--- src/rtl/ones_arb_pkg.sv ---
// -----------------------------------------------------------------------------
// ones_arb_pkg
// Shared types and default sizing for the ones-count arbiter slice.
//   state_t      : two-state job FSM (idle / counting)
//   DEF_N_REQ    : default number of requesters
//   DEF_R1_SIZE  : default operand width
//   DEF_R2_SIZE  : default result width, wide enough to hold R1_SIZE
// -----------------------------------------------------------------------------
package ones_arb_pkg;

    typedef enum logic {
        S_IDLE  = 1'b0,
        S_COUNT = 1'b1
    } state_t;

    localparam int DEF_N_REQ   = 4;
    localparam int DEF_R1_SIZE = 8;
    localparam int DEF_R2_SIZE = 4;

endpackage : ones_arb_pkg

--- src/rtl/rr_arbiter.sv ---
// -----------------------------------------------------------------------------
// rr_arbiter
// Combinational round-robin pick: scans the request vector starting at ptr,
// moving upward and wrapping modulo N_REQ, and reports the first requester
// found.
// Ports:
//   req    in  N_REQ  request levels
//   ptr    in  IDW    first index to examine (always < N_REQ)
//   winner out IDW    index of the selected requester (0 when none)
//   any    out 1      at least one request is present
// -----------------------------------------------------------------------------
module rr_arbiter #(
    parameter int N_REQ = 4,
    parameter int IDW   = $clog2(N_REQ)
) (
    input  logic [N_REQ-1:0] req,
    input  logic [IDW-1:0]   ptr,
    output logic [IDW-1:0]   winner,
    output logic             any
);

    int idx_s;

    // Masked priority scan; the first hit after ptr wins and later hits are ignored.
    always_comb begin
        winner = '0;
        any    = 1'b0;
        idx_s  = 0;
        for (int k = 0; k < N_REQ; k++) begin
            // Wrap the scan index without a modulo operator.
            idx_s  = ((int'(ptr) + k) >= N_REQ) ? (int'(ptr) + k - N_REQ)
                                                : (int'(ptr) + k);
            winner = (!any && req[idx_s]) ? IDW'(idx_s) : winner;
            any    = any | req[idx_s];
        end
    end

endmodule : rr_arbiter

--- src/rtl/ones_count_arbiter.sv ---
// -----------------------------------------------------------------------------
// ones_count_arbiter
// Shares one shift/count "count the 1s" datapath among N_REQ requesters.
// A round-robin pick selects a requester in IDLE, its operand is latched and
// shifted left one bit per cycle while the MSBs are accumulated; once the
// shift register is empty the count is published with the requester id.
// Ports:
//   clk       in   1              clock, all logic on posedge
//   rst       in   1              synchronous reset, active-high
//   req       in   N_REQ          per-requester request level
//   req_data  in   N_REQ*R1_SIZE  operands, slice i = req_data[i*R1_SIZE +: R1_SIZE]
//   gnt       out  N_REQ          registered one-hot grant pulse (1 cycle)
//   busy      out  1              a job is in COUNT
//   done      out  1              result-valid pulse (1 cycle)
//   done_id   out  $clog2(N_REQ)  requester owning the value on count
//   count     out  R2_SIZE        ones-count of the granted operand
// -----------------------------------------------------------------------------
module ones_count_arbiter
    import ones_arb_pkg::*;
#(
    parameter int N_REQ   = DEF_N_REQ,
    parameter int R1_SIZE = DEF_R1_SIZE,
    parameter int R2_SIZE = DEF_R2_SIZE
) (
    input  logic                     clk,
    input  logic                     rst,
    input  logic [N_REQ-1:0]         req,
    input  logic [N_REQ*R1_SIZE-1:0] req_data,
    output logic [N_REQ-1:0]         gnt,
    output logic                     busy,
    output logic                     done,
    output logic [$clog2(N_REQ)-1:0] done_id,
    output logic [R2_SIZE-1:0]       count
);

    localparam int IDW = $clog2(N_REQ);

    state_t               state_r;
    state_t               state_nxt_s;
    logic [IDW-1:0]       ptr_r;
    logic [IDW-1:0]       ptr_nxt_s;
    logic [R1_SIZE-1:0]   r1_r;
    logic [R1_SIZE-1:0]   r1_nxt_s;
    logic [R2_SIZE-1:0]   cnt_r;
    logic [R2_SIZE-1:0]   cnt_nxt_s;
    logic [IDW-1:0]       cur_id_r;
    logic [IDW-1:0]       cur_id_nxt_s;
    logic [N_REQ-1:0]     gnt_r;
    logic [N_REQ-1:0]     gnt_nxt_s;
    logic                 busy_r;
    logic                 busy_nxt_s;
    logic                 done_r;
    logic                 done_nxt_s;
    logic [IDW-1:0]       done_id_r;
    logic [IDW-1:0]       done_id_nxt_s;
    logic [R2_SIZE-1:0]   count_r;
    logic [R2_SIZE-1:0]   count_nxt_s;

    logic [IDW-1:0]       winner_s;
    logic                 any_s;

    rr_arbiter #(
        .N_REQ (N_REQ),
        .IDW   (IDW)
    ) u_rr_arbiter (
        .req    (req),
        .ptr    (ptr_r),
        .winner (winner_s),
        .any    (any_s)
    );

    // Next-state and datapath decode; every register holds unless overridden.
    always_comb begin
        state_nxt_s   = state_r;
        ptr_nxt_s     = ptr_r;
        r1_nxt_s      = r1_r;
        cnt_nxt_s     = cnt_r;
        cur_id_nxt_s  = cur_id_r;
        gnt_nxt_s     = {N_REQ{1'b0}};
        busy_nxt_s    = busy_r;
        done_nxt_s    = 1'b0;
        done_id_nxt_s = done_id_r;
        count_nxt_s   = count_r;

        case (state_r)
            S_IDLE: begin
                if (any_s) begin
                    // Operand is captured only here; later req/data changes are ignored.
                    r1_nxt_s     = req_data[int'(winner_s)*R1_SIZE +: R1_SIZE];
                    cnt_nxt_s    = {R2_SIZE{1'b0}};
                    cur_id_nxt_s = winner_s;
                    ptr_nxt_s    = (winner_s == IDW'(N_REQ-1)) ? {IDW{1'b0}}
                                                               : winner_s + IDW'(1'b1);
                    gnt_nxt_s    = {{(N_REQ-1){1'b0}}, 1'b1} << winner_s;
                    busy_nxt_s   = 1'b1;
                    state_nxt_s  = S_COUNT;
                end else begin
                    state_nxt_s  = S_IDLE;
                end
            end
            S_COUNT: begin
                if (r1_r != {R1_SIZE{1'b0}}) begin
                    // Trailing zeros never reach the MSB, so the loop ends early.
                    r1_nxt_s  = {r1_r[R1_SIZE-2:0], 1'b0};
                    cnt_nxt_s = cnt_r + {{(R2_SIZE-1){1'b0}}, r1_r[R1_SIZE-1]};
                end else begin
                    count_nxt_s   = cnt_r;
                    done_id_nxt_s = cur_id_r;
                    done_nxt_s    = 1'b1;
                    busy_nxt_s    = 1'b0;
                    state_nxt_s   = S_IDLE;
                end
            end
            default: begin
                busy_nxt_s  = 1'b0;
                state_nxt_s = S_IDLE;
            end
        endcase
    end

    // FSM state register.
    always_ff @(posedge clk) begin
        if (rst) begin
            state_r <= S_IDLE;
        end else begin
            state_r <= state_nxt_s;
        end
    end

    // Datapath, pointer and output registers; reset drops any job in flight.
    always_ff @(posedge clk) begin
        if (rst) begin
            ptr_r     <= {IDW{1'b0}};
            r1_r      <= {R1_SIZE{1'b0}};
            cnt_r     <= {R2_SIZE{1'b0}};
            cur_id_r  <= {IDW{1'b0}};
            gnt_r     <= {N_REQ{1'b0}};
            busy_r    <= 1'b0;
            done_r    <= 1'b0;
            done_id_r <= {IDW{1'b0}};
            count_r   <= {R2_SIZE{1'b0}};
        end else begin
            ptr_r     <= ptr_nxt_s;
            r1_r      <= r1_nxt_s;
            cnt_r     <= cnt_nxt_s;
            cur_id_r  <= cur_id_nxt_s;
            gnt_r     <= gnt_nxt_s;
            busy_r    <= busy_nxt_s;
            done_r    <= done_nxt_s;
            done_id_r <= done_id_nxt_s;
            count_r   <= count_nxt_s;
        end
    end

    assign gnt     = gnt_r;
    assign busy    = busy_r;
    assign done    = done_r;
    assign done_id = done_id_r;
    assign count   = count_r;

endmodule : ones_count_arbiter

--- config.mk ---
export PLATFORM = sky130hd
export DESIGN_NAME = ones_count_arbiter
export DESIGN_NICKNAME = d
export VERILOG_FILES = /design/src/rtl/ones_arb_pkg.sv /design/src/rtl/rr_arbiter.sv /design/src/rtl/ones_count_arbiter.sv
export SDC_FILE = /design/constraint.sdc
export NUM_CORES = 1
export LEC_CHECK = 0
export CAP_MARGIN = 15
export CORE_MARGIN = 4
export CORE_UTILIZATION = 50
export CTS_BUF_LIST = sky130_fd_sc_hd__clkbuf_4
export CTS_CLUSTER_SIZE = 20
export DETAILED_ROUTE_END_ITERATION = 8
export GPL_ROUTABILITY_DRIVEN = 0
export GPL_TIMING_DRIVEN = 0
export HOLD_SLACK_MARGIN = 0.02
export PLACE_DENSITY = 0.87
export REMOVE_ABC_BUFFERS = 1
export SYNTH_ARGS = -nofsm -noshare
export SYNTH_HDL_FRONTEND = slang
export SYNTH_HIERARCHICAL = 1
export SYNTH_SLANG_ARGS = --single-unit
export TNS_END_PERCENT = 50
--- constraint.sdc ---
create_clock -name clk -period 4.48 [get_ports clk]
set_input_delay 0.896 -clock clk [delete_from_list [all_inputs] [get_ports clk]]
set_output_delay 0.896 -clock clk [all_outputs]
set_load 0.03 [all_outputs]
Word level (Yosys, flattened, before mapping)
Cells that the tools add are included.
- add/sub/neg operators: 9
- magnitude comparators: 8
- equality and inequality tests: 4
- shift operators: 2
- muxes and demuxes: 34
- bitwise operators: 6
- reduce and logical (&&, ||, !) cells: 13
- operator list (cell ; count):
    32-bit by 4-bit less-than comparator with 1-bit output (second input constant) ; 4
    32-bit two-way mux ; 4
    32-bit by 4-bit greater-or-equal comparator with 1-bit output (second input constant) ; 3
    32-bit by 4-bit subtractor with 32-bit output (second input constant) ; 3
    32-bit by 6-bit indexed part select with 8-bit output ; 1
    8-bit two-way mux ; 2
    8-bit case mux with 2 select lines ; 1
    1-bit two-way mux ; 13
    2-bit two-way mux ; 5
    1-bit binary-select mux with 2-bit select ; 4
    4-bit two-way mux ; 2
    4-bit case mux with 2 select lines ; 1
    2-bit AND reduction ; 4
    8-bit nonzero test ; 1
    2-bit by 2-bit adder with 3-bit output (second input constant) ; 2
    4-bit by 1-bit adder with 4-bit output ; 1
    2-bit inequality test (second input constant) ; 2
    1-bit case mux with 2 select lines ; 2
    1-bit by 2-bit << shifter with 4-bit output (first input constant) ; 1
    2-bit by 3-bit subtractor with 4-bit output (second input constant) ; 1
    2-bit by 1-bit adder with 3-bit output (second input constant) ; 1
    2-bit by 3-bit greater-or-equal comparator with 1-bit output (second input constant) ; 1
    1-bit logical AND ; 3
    1-bit zero test ; 3
    7 further kinds ; 11
- flip-flop bits (word level): 29
- input port bits: 38
- output and inout port bits: 12
- word-level logic and storage cells: 86

Longest topological paths before layout
Gate-level depths: netlist of the first run.
- depth after elaboration: 14
- gate-level depth with buffers: 9
- depth with buffers taken out: 7

Cells and area by module
The synthesis of the first run kept the hierarchy.
- by module, submodules not included (module ; times used ; cells an instance ; area an instance (um^2) ; seq. area each (um^2)):
    ones_count_arbiter ; 1 ; 138 ; 1383.8 ; 580.6
    rr_arbiter ; 1 ; 15 ; 77.6 ; 0.0

Least setup slack after synthesis of the first run
Ideal clock, no wire load.
- kind: input to register
- from: in req[1]
- to: reg r1_r[2]
- setup time: 131 ps
- data arrival time: 2386 ps
- required time: 4349 ps
- path slack: 1963 ps
- stages on the path: 7
- cell sequence: inv_1 > a221o_1 > a21oi_1 > buf_2 > mux4_2 > o22ai_1 > nor3_2
- longest elaborated chain between the ends: 11
- elaborated cells between the ends (all ways): 30
- those cells by class: 1 x eq/ne; 1 x shift; 18 x mux; 3 x bitwise; 7 x reduce/logical
- ends and longest elaborated chain (what ; RTL line ; text):
    start, declared ; ones_count_arbiter.sv:27 ; input logic [N_REQ-1:0] req,
    1-bit binary-select mux with 2-bit select ; rr_arbiter.sv:33, rr_arbiter.sv:34 ;
    1-bit two-way mux (implied by the code) (2 in a row) ; rr_arbiter.sv:33, rr_arbiter.sv:34 ;
    1-bit zero test or 1-bit bitwise OR (tied branches) ; rr_arbiter.sv:33, rr_arbiter.sv:34 ;
    1-bit logical AND, or another cell as far along ; rr_arbiter.sv:33 ; winner = (!any && req[idx_s]) ? IDW'(idx_s) : winner;
    2-bit two-way mux, or another cell as far along ; rr_arbiter.sv:33 ;
    2-bit two-way mux or 1-bit logical AND (tied branches) ; rr_arbiter.sv:33 ;
    2-bit two-way mux * ; rr_arbiter.sv:33 ;
    net winner_s[0] ; ones_count_arbiter.sv:59 ; logic [IDW-1:0] winner_s;
    32-bit by 6-bit indexed part select with 8-bit output * ; ones_count_arbiter.sv:89 ; r1_nxt_s = req_data[int'(winner_s)*R1_SIZE +: R1_SIZE];
    8-bit two-way mux * ; ones_count_arbiter.sv:87 ; if (any_s) begin
    8-bit case mux with 2 select lines * ; ones_count_arbiter.sv:85 ; case (state_r)
    end signal, assigned ; ones_count_arbiter.sv:134 ; r1_r <= {R1_SIZE{1'b0}};
    end signal, assigned ; ones_count_arbiter.sv:144 ; r1_r <= r1_nxt_s;
    end, declared ; ones_count_arbiter.sv:42 ; logic [R1_SIZE-1:0] r1_r;
Mark *: on every way through the listed nets, which the timed path passes. The rest lies on a longest branch. The select of a mux whose other input is x is not followed.
A chain may end at the register's enable or synchronous reset.

Worst setup path after layout of the first run
- from: in req[1]
- to: reg r1_r[7]
Same word-level chain as after synthesis.

==> results.json, run 1 <==
{
  "maxCapViolations": 0,
  "cp_top_family": "compound AO/OA/AOI/OAI gates",
  "drive_gt1_frac": 0.152,
  "place_area_sq_um": 1970,
  "nFillCells": 193,
  "clk_latency_ns": 0.34,
  "path_class": "input pin to register",
  "synth_most_common_cell": "dfxtp_1",
  "hpwl_mm": 2.79,
  "die_h_um": 62.1,
  "grt.total_usage": 0.219,
  "hp-class": "register to register",
  "fin_area_sq_um": 2040,
  "startpoint": "req[1]",
  "grt.overflow.total": 0,
  "critPathRequiredTime_ns": 4.68,
  "core_sq_um": 2780,
  "avgViaCountPerCell": 6.02,
  "rsz0062_at_grt": "false",
  "vias": 1415,
  "drc": 0,
  "cts_tree": "yes",
  "cts_max_level": 2,
  "clk_pin_slew_worst_paths_ns": 0.09,
  "rr_startpoint": "ptr_r[0]$_SDFFE_PP0P_",
  "antenna_found_initial": 0,
  "cts_max_path_buffers": 2,
  "status": "finished clean",
  "arrival_ns": 3.24,
  "synth.largest_area_cell": "dfxtp_1",
  "grt_pass1_wl_mm": 5.98,
  "critPathMaxStageDelay_ns": 0.52,
  "crit_fanout": 12,
  "timing.reg2reg.setup_slack_ns": 2.13,
  "grt_max_degree": 28,
  "vdd.ir_drop.worst_mv": 0.301,
  "numCtsBuffers": 5,
  "fin_ws_ns": 1.43,
  "synth_cell_types": 34,
  "worstPathCellList": "clkdlybuf4s50_1 -> inv_1 -> a221o_1 -> a21oi_2 -> buf_8 -> mux4_2 -> o22ai_1 -> nor3_2",
  "num_rows": 19,
  "async_flop_share": 0,
  "num_antenna_cells": 0,
  "cts_hold_buf": 0,
  "power.density_nw_per_um2": 361,
  "post_cts_buffers": 0,
  "cts_sinks": 29,
  "p_leak_nw": 0.831,
  "ys_warn_count": 6,
  "drt_pass1_iterations": 4,
  "fmax_mhz": 328,
  "syn-cell-area_sq_um": 1460,
  "slew_headroom": 0.284,
  "first_global_vias": 1442,
  "synth_area_leaders": "dfxtp_1, mux4_2, mux2i_1",
  "synth_edf_count": 0,
  "regArea_sq_um": 581,
  "synth_area_per_cell_sq_um": 9.55,
  "startpoint_type": "input pin",
  "skew_ns": 0.00459,
  "ant_nets": 0,
  "cts_resized": 0,
  "die_w_um": 62.1,
  "area_growth_pct": 39.3,
  "hold_viol_final": 0,
  "synth_top_area_share": 0.397,
  "netlist_instances": 153,
  "drv_slew": 0,
  "wirelength_mm": 3.74,
  "drt_iter0_markers": 60,
  "synth_seq_cells": 29,
  "drt-wirelength-per-cell_um": 15.9,
  "pre_cts_slack_ns": 1.10,
  "synthTopCellsByCount": "dfxtp_1, nor2_1, mux2i_1",
  "end_kind": "register",
  "fin_crit_ns": 3.05,
  "synth_seq_area_share": 0.397,
  "port_buffers": 49,
  "worstHoldStart": "cur_id_r[0]$_SDFFE_PP0P_",
  "start_util": 0.525,
  "ys.flop_type": "dfxtp_1",
  "max_slew.worst_pin.slew_ns": 1.07,
  "cpMaxStageDelayCell": "mux4_2",
  "final_nets": 244,
  "die_area_sq_um": 3850,
  "multi_input_area_sq_um": 826,
  "critPathBufInv": 3,
  "fin_tns_setup_ns": 0,
  "fin_crit_sh": 0.680,
  "num_io_pins": 50,
  "setup_viol": 0,
  "root_buffer": "clkbuf_4"
}
## report_power, final
part           internal [mW]  switching [mW]  leakage, nW
registers              0.286          0.0328        0.237
logic                  0.129           0.127        0.558
clock network         0.0656          0.0957       0.0354
## final timing paths
path              cells after the start                        to
setup / recovery                      8      r1_r[7]$_SDFFE_PP0P_
hold / removal                        2  cur_id_r[0]$_SDFFE_PP0P_
setup reg to reg                      7      r1_r[7]$_SDFFE_PP0P_
hold reg to reg                       2  cur_id_r[0]$_SDFFE_PP0P_
## worst min-delay path, cell delays in order (launching register included)
cell and delay, ns:
dfxtp_1 0.32, nand2_1 0.05, a21oi_1 0.06
## cell type report
| cell class | instances | area share |
|---|---|---|
| inverter | 6 | 0.0111 |
| clock inverter | 2 | 0.00492 |
| timing repair buffer | 51 | 0.252 |
| tap | 31 | 0.0191 |
| clock buffer | 6 | 0.0221 |
| sequential | 29 | 0.285 |
| multi-input combinational | 110 | 0.406 |
## registers in the layout (all words and copies together), names as in the netlist
register and flops:
busy 1, count 4, done_id 2, r1_r 8, state_r 1, done 1, gnt 4, ptr_r 2
cnt_r 4, cur_id_r 2
## per-layer routing
metal / track usage / share of wire
met5: 0 / 0
met2: 0.398 / 0.52
met3: 0.0868 / 0.075
met4: 0.106 / 0.024
met1: 0.212 / 0.38
## per-stage QoR
step	instances	hold WS, ns	utilization	power (mW)
floorplan	145	0.430	-	0.482
global placement	225	0.445	0.703	0.553
detailed placement	226	0.449	0.709	0.575
CTS	234	0.461	0.729	0.731
global route	235	0.515	0.732	0.770
finish	235	0.478	0.732	0.736
## kinds of logic (layout without fill, tap and decap cells)
| kind of cell | after synthesis | after routing | share of synthesized area |
|---|---|---|---|
| flip-flops | 29 | 29 | 0.397 |
| adder cells (fa/ha/maj) | 3 | 3 | 0.0257 |
| XOR/XNOR | 1 | 1 | 0.00599 |
| AO/OA/AOI/OAI | 25 | 25 | 0.118 |
| multiplexers | 19 | 19 | 0.182 |
| buffers and inverters | 14 | 65 | 0.0402 |
| AND/OR/NAND/NOR | 62 | 62 | 0.231 |
## placed cells by master, fill, tap and decap left out
| master | netlist | final |
|---|---|---|
| nand3_1 | 5 | 5 |
| inv_2 | 1 | 1 |
| nor3_1 | 5 | 5 |
| or4_4 | 2 | 2 |
| o221ai_1 | 3 | 3 |
| nor4_1 | 1 | 1 |
| a221o_1 | 1 | 1 |
| o22ai_1 | 5 | 5 |
| nor4_2 | 2 | 2 |
| a21oi_2 | 0 | 1 |
| clkinv_2 | 0 | 2 |
| o21ai_0 | 1 | 1 |
| a31oi_2 | 1 | 1 |
| o211ai_1 | 1 | 1 |
| inv_1 | 5 | 5 |
| clkdlybuf4s50_1 | 0 | 49 |
| nand2_1 | 12 | 12 |
| xor2_1 | 1 | 1 |
| or3_1 | 1 | 1 |
| dfxtp_1 | 29 | 29 |
| nor2b_1 | 1 | 1 |
| o21ai_4 | 1 | 1 |
| a31oi_1 | 1 | 1 |
| nand3_2 | 1 | 1 |
| a21oi_1 | 10 | 9 |
| clkbuf_4 | 0 | 6 |
| nor2_1 | 21 | 21 |
| mux4_2 | 6 | 6 |
| buf_4 | 0 | 1 |
| ha_1 | 3 | 3 |
| or2_2 | 1 | 1 |
| nor3_2 | 5 | 5 |
| nand2b_1 | 4 | 4 |
| buf_8 | 0 | 1 |
| and3_1 | 1 | 1 |
| a21boi_0 | 1 | 1 |
| mux2i_1 | 13 | 13 |
No activity file was read; power rests on OpenSTA's default activity.
==> run 2: changes to the inputs <==
--- a/config.mk
+++ b/config.mk
@@ -7,14 +7,14 @@
 export LEC_CHECK = 0
 export CAP_MARGIN = 15
 export CORE_MARGIN = 4
-export CORE_UTILIZATION = 50
+export CORE_UTILIZATION = 42
 export CTS_BUF_LIST = sky130_fd_sc_hd__clkbuf_4
 export CTS_CLUSTER_SIZE = 20
 export DETAILED_ROUTE_END_ITERATION = 8
 export GPL_ROUTABILITY_DRIVEN = 0
 export GPL_TIMING_DRIVEN = 0
 export HOLD_SLACK_MARGIN = 0.02
-export PLACE_DENSITY = 0.87
+export PLACE_DENSITY = 0.78
 export REMOVE_ABC_BUFFERS = 1
 export SYNTH_ARGS = -nofsm -noshare
 export SYNTH_HDL_FRONTEND = slang
==> constraint.sdc (replaced) <==
create_clock -name clk -period 2.65 [get_ports clk]
set_input_delay 0.53 -clock clk [delete_from_list [all_inputs] [get_ports clk]]
set_output_delay 0.53 -clock clk [all_outputs]
set_load 0.03 [all_outputs]
==> run 2 against run 1 <==
  * Final cell count increased by 6.0%
  * Critical path depth unchanged
  * Sequential share of layout area down 0.63 points
  * Non-clock buffer count is 1 lower
  * Utilization decreased by 11 points
  * Largest cell class unchanged
  * Highest routed layer unchanged
  * Critical endpoint is now r1_r[1]$_SDFFE_PP0P_
  * Critical path type unchanged
  * Sequential cell count unchanged
  * First-iteration DRC count fell by 65%
  * Combinational power up 65%
  * Power is 77% higher
==> results.json, run 2 (synthesis gave the netlist of run 1 again) <==
{
  "hold_viol_final": 0,
  "critPathRequiredTime_ns": 2.83,
  "final_util": 0.624,
  "end_kind": "register",
  "fin_ws_ns": 0.145,
  "die_h_um": 67.0,
  "grt_pass1_wl_mm": 5.56,
  "ant_nets": 0,
  "critPathMaxStageDelay_ns": 0.52,
  "grt.overflow.total": 0,
  "worstPathCellList": "clkdlybuf4s50_1 -> inv_1 -> a221o_1 -> a21oi_4 -> buf_8 -> mux4_2 -> o22ai_1 -> nor3_2",
  "num_io_pins": 50,
  "final_cell_mix": "clkdlybuf4s50_1, dfxtp_1, nor2_1",
  "final_nets": 243,
  "final_common_cell": "clkdlybuf4s50_1",
  "internal_power_mw": 0.906,
  "fin_crit_sh": 0.945,
  "rsz0062_at_grt": "false",
  "largest_reg_flops": 8,
  "max_slew.worst_pin.slew_ns": 1.03,
  "num_rows": 21,
  "core_sq_um": 3340,
  "cts_max_level": 2,
  "drt-wirelength-per-cell_um": 13.1,
  "hp-class": "register to register",
  "startpoint_type": "input pin",
  "drv_slew": 0,
  "largest_register": "r1_r",
  "clk_latency_ns": 0.33,
  "drc": 0,
  "p_comb_frac": 0.323,
  "crit_fanout": 14,
  "grt.total_usage": 0.167,
  "setup_viol": 0,
  "slew_headroom": 0.312,
  "vias": 1312,
  "first_global_vias": 1367,
  "fin_area_sq_um": 2080,
  "drt_iter0_markers": 21,
  "die_area_sq_um": 4490,
  "grt_max_degree": 28,
  "place_area_sq_um": 1990,
  "port_buffers": 49,
  "clk_pin_slew_worst_paths_ns": 0.08,
  "clkPwrFrac": 0.268,
  "p_seq_frac": 0.409,
  "numCtsBuffers": 5,
  "p_sw_mw": 0.399,
  "cts_sinks": 29,
  "fin_crit_ns": 2.50,
  "wirelength_mm": 3.27,
  "arrival_ns": 2.68,
  "num_antenna_cells": 0,
  "fmax_mhz": 399,
  "antenna_found_initial": 0,
  "avgViaCountPerCell": 5.27,
  "cts_tree": "yes",
  "drive_gt1_frac": 0.148,
  "total_power_mw": 1.31,
  "status": "finished clean",
  "fin_tns_setup_ns": 0,
  "pre_cts_slack_ns": -0.320,
  "die_w_um": 67.0,
  "power.density_nw_per_um2": 627,
  "switching_share": 0.306,
  "start_util": 0.438,
  "path_class": "input pin to register",
  "cts_max_path_buffers": 2,
  "vdd.ir_drop.worst_mv": 0.333,
  "root_buffer": "clkbuf_4",
  "hpwl_mm": 2.55,
  "p_leak_nw": 0.835,
  "skew_ns": 0.00727,
  "area_growth_pct": 42.5,
  "maxCapViolations": 0,
  "drt_pass1_iterations": 4,
  "cpMaxStageDelayCell": "mux4_2"
}
-- run 2: cell types whose count changed in the layout (fill, tap and decap cells not counted), sizes merged --
cell    previous run  this run
clkinv             2         1
buf                2         1
bufinv             0         1
-- run 2: routing by layer --
layer  vias up  GRT usage  share of wire
li1        654          -              -
met1       600      0.165           0.40
met2        51      0.296           0.51
met3         7     0.0708          0.076
met4         0     0.0810          0.016
met5         -          0              0
-- run 2: worst paths after layout --
kind	from	endpoint	slack (ns)	cells past startpoint
worst max-delay path	req[1]	r1_r[1]$_SDFFE_PP0P_	0.15	8
worst min-delay path	cur_id_r[1]$_SDFFE_PP0P_	cur_id_r[1]$_SDFFE_PP0P_	0.46	2
worst max register to register	ptr_r[0]$_SDFFE_PP0P_	r1_r[1]$_SDFFE_PP0P_	0.50	7
worst min register to register	cur_id_r[1]$_SDFFE_PP0P_	cur_id_r[1]$_SDFFE_PP0P_	0.46	2
-- run 2: layout make-up --
| type | instances | area, sq um |
|---|---|---|
| repair buffers | 50 | 505 |
| fillers | 290 | 1250 |
| multi-input cells | 110 | 837 |
| clock inverters | 2 | 33.8 |
| flip-flops and latches | 29 | 581 |
| clock buffers | 6 | 45.0 |
| well taps | 46 | 57.6 |
| inverters | 6 | 22.5 |
-- run 2: repair_timing --
action                     in CTS  in global routing
hold buffers                    0                  0
gates resized for setup         0                  2
setup buffers                   0                  0
setup endpoints to repair       0                  9
-- run 2: stage by stage --
step	hold slack, ns	instances
after floorplan	0.430	145
after global placement	0.442	240
after detailed placement	0.452	241
after CTS	0.464	249
after global routing	0.491	249
final	0.459	249
-- run 2: critical path: cells and delay by family --
kind / cells / cell delay, ns
AND/OR/NAND/NOR: 1 / 0.05
multiplexers: 1 / 0.52
AO/OA/AOI/OAI: 3 / 0.81
buffers and inverters: 3 / 0.77
-- run 2: power by group through the flow --
stage                     clock (mW)  sequential [mW]  combinational (mW)
final                          0.350            0.534               0.422
after global routing           0.375            0.543               0.465
after CTS                      0.359            0.533               0.422
after detailed placement           0            0.543               0.420
after global placement             0            0.540               0.397
after floorplan                    0            0.551               0.264
==> run 3: changes to the inputs <==
--- a/config.mk
+++ b/config.mk
@@ -5,16 +5,17 @@
 export SDC_FILE = /design/constraint.sdc
 export NUM_CORES = 1
 export LEC_CHECK = 0
-export CAP_MARGIN = 15
+export CELL_PAD_IN_SITES_DETAIL_PLACEMENT = 1
+export CELL_PAD_IN_SITES_GLOBAL_PLACEMENT = 2
 export CORE_MARGIN = 4
-export CORE_UTILIZATION = 42
+export CORE_UTILIZATION = 25
 export CTS_BUF_LIST = sky130_fd_sc_hd__clkbuf_4
 export CTS_CLUSTER_SIZE = 20
 export DETAILED_ROUTE_END_ITERATION = 8
 export GPL_ROUTABILITY_DRIVEN = 0
 export GPL_TIMING_DRIVEN = 0
 export HOLD_SLACK_MARGIN = 0.02
-export PLACE_DENSITY = 0.78
+export PLACE_DENSITY_LB_ADDON = 0.1
 export REMOVE_ABC_BUFFERS = 1
 export SYNTH_ARGS = -nofsm -noshare
 export SYNTH_HDL_FRONTEND = slang
==> run 3 against run 2 <==
  * Cell area up 1.6%
  * Worst setup slack got worse by 0.042 ns
  * Utilization down 24 points
  * Die area grew 59%
  * Register-to-register slack worse by 0.04 ns
  * Via count rose by 1.8%
  * Clock skew increased by 0.0074 ns
  * Worst hold slack barely moved
==> results.json, run 3 (synthesis gave the netlist of run 1 again) <==
{
  "setup_viol": 0,
  "vias": 1336,
  "grt_max_degree": 28,
  "largest_register": "r1_r",
  "use_met2": 0.199,
  "cts_tree": "yes",
  "drv_slew": 0,
  "grt.overflow.total": 0,
  "hold_end": "cur_id_r[1]$_SDFFE_PP0P_",
  "fin_area_sq_um": 2110,
  "cts_max_path_buffers": 2,
  "rr_startpoint": "ptr_r[0]$_SDFFE_PP0P_",
  "avgViaCountPerCell": 4.86,
  "area_growth_pct": 44.7,
  "r2r-end": "r1_r[2]$_SDFFE_PP0P_",
  "skew_ns": 0.0147,
  "critPathBufInv": 3,
  "ant_nets": 0,
  "critPathMaxStageDelay_ns": 0.51,
  "hp-class": "register to register",
  "drt_iter0_markers": 45,
  "cpMaxStageDelayCell": "mux4_2",
  "end_kind": "register",
  "rsz0062_at_grt": "false",
  "hold_depth": 2,
  "total_power_mw": 1.33,
  "drt_pass1_iterations": 4,
  "worstHoldStart": "cur_id_r[1]$_SDFFE_PP0P_",
  "final_nets": 243,
  "crit_fanout": 11,
  "r2r_cells": 7,
  "port_buffers": 49,
  "num_io_pins": 50,
  "grt.busiest_layer": "met2",
  "root_buffer": "clkbuf_4",
  "path_class": "input pin to register",
  "die_area_sq_um": 7130,
  "place_area_sq_um": 2020,
  "fin_crit_ns": 2.55,
  "worstPathCellList": "clkdlybuf4s50_1 -> inv_1 -> a221o_1 -> a21oi_4 -> buf_8 -> mux4_2 -> o22ai_1 -> nor3_2",
  "start_util": 0.262,
  "hpwl_mm": 3.10,
  "timing.reg2reg.setup_slack_ns": 0.46,
  "p_leak_nw": 0.835,
  "num_antenna_cells": 0,
  "hold_viol_final": 0,
  "largest_reg_flops": 8,
  "drt-wirelength-per-cell_um": 14.8,
  "fin_crit_sh": 0.961,
  "slew_headroom": 0.263,
  "nFillCells": 654,
  "startpoint_type": "input pin",
  "vdd.ir_drop.worst_mv": 0.221,
  "critPathRequiredTime_ns": 2.82,
  "die_w_um": 84.5,
  "power.density_nw_per_um2": 631,
  "clk_pin_slew_worst_paths_ns": 0.09,
  "use_met1": 0.132,
  "drive_gt1_frac": 0.148,
  "arrival_ns": 2.72,
  "final_cell_mix": "clkdlybuf4s50_1, dfxtp_1, nor2_1",
  "cts_sinks": 29,
  "maxCapViolations": 0,
  "cts_max_level": 2,
  "use_met3": 0.0471,
  "core_sq_um": 5570,
  "grt.total_usage": 0.117,
  "max_slew.worst_pin.slew_ns": 1.10,
  "grt_pass1_wl_mm": 6.66,
  "first_global_vias": 1423,
  "antenna_found_initial": 0,
  "cp_top_family": "compound AO/OA/AOI/OAI gates",
  "num_rows": 27,
  "numCtsBuffers": 5,
  "clk_latency_ns": 0.33,
  "fmax_mhz": 393,
  "die_h_um": 84.5,
  "final_common_cell": "clkdlybuf4s50_1",
  "status": "finished clean",
  "drc": 0,
  "wirelength_mm": 4.07
}
[run 3: cell counts in the layout (fill, tap and decap cells not counted)]
No cell type changed its count.
[run 3: final cells by class]
cell class                 count  area, sq um  share of cell area
multi-input combinational    110          837               0.396
clock buffer                   6         45.0              0.0213
tap                           72         90.1              0.0426
inverter                       6         22.5              0.0107
timing repair buffer          50          505               0.239
sequential                    29          581               0.275
clock inverter                 2         33.8              0.0160
[run 3: worst min-delay path: stages, from the launching register on]
cell     delay, ns
dfxtp_1       0.32
nand2_1       0.05
a21oi_1       0.05
[run 3: where the power goes]
group	internal (mW)	switching, mW	leakage [nW]
logic	0.218	0.216	0.554
registers	0.483	0.0537	0.237
clock network	0.207	0.157	0.0433
total	0.907	0.426	0.835
[run 3: metrics by stage]
| stage | hold slack [ns] | setup TNS (ns) | instances | utilization | worst slack [ns] |
|---|---|---|---|---|---|
| finish | 0.459 | 0 | 275 | 0.379 | 0.103 |
| global route | 0.497 | 0 | 275 | 0.379 | 0.0144 |
| CTS | 0.464 | 0 | 275 | 0.378 | 0.0280 |
| detailed placement | 0.450 | -6.14 | 267 | 0.363 | -0.611 |
| global placement | 0.444 | -14.88 | 266 | 0.360 | -1.31 |
| floorplan | 0.430 | -1.60 | 145 | - | -0.277 |
[run 3: worst max path at each step]
stage | startpoint | to | depth (start not counted)
2_1_floorplan | req[1] | r1_r[2]$_SDFFE_PP0P_ | 6
3_3_place_gp | req[1] | r1_r[2]$_SDFFE_PP0P_ | 7
3_5_place_dp | req[0] | r1_r[5]$_SDFFE_PP0P_ | 7
4_1_cts | req[1] | r1_r[5]$_SDFFE_PP0P_ | 8
5_1_grt | req[1] | r1_r[2]$_SDFFE_PP0P_ | 8
6_report | req[1] | r1_r[2]$_SDFFE_PP0P_ | 8
[run 3: timing repair]
action / CTS / global route
endpoints found under the hold margin: 0 / 0
gates resized for setup: 1 / 1
gates cloned: 0 / 0
endpoints found under the setup margin: 10 / 6
setup buffers: 0 / 0
hold buffers: 0 / 0
[run 3: metal layers]
metal | routed length (um) | up-vias
met5 | 0 | -
met4 | 63 | 0
met3 | 266 | 8
met2 | 2000 | 38
met1 | 1730 | 639
li1 | - | 651
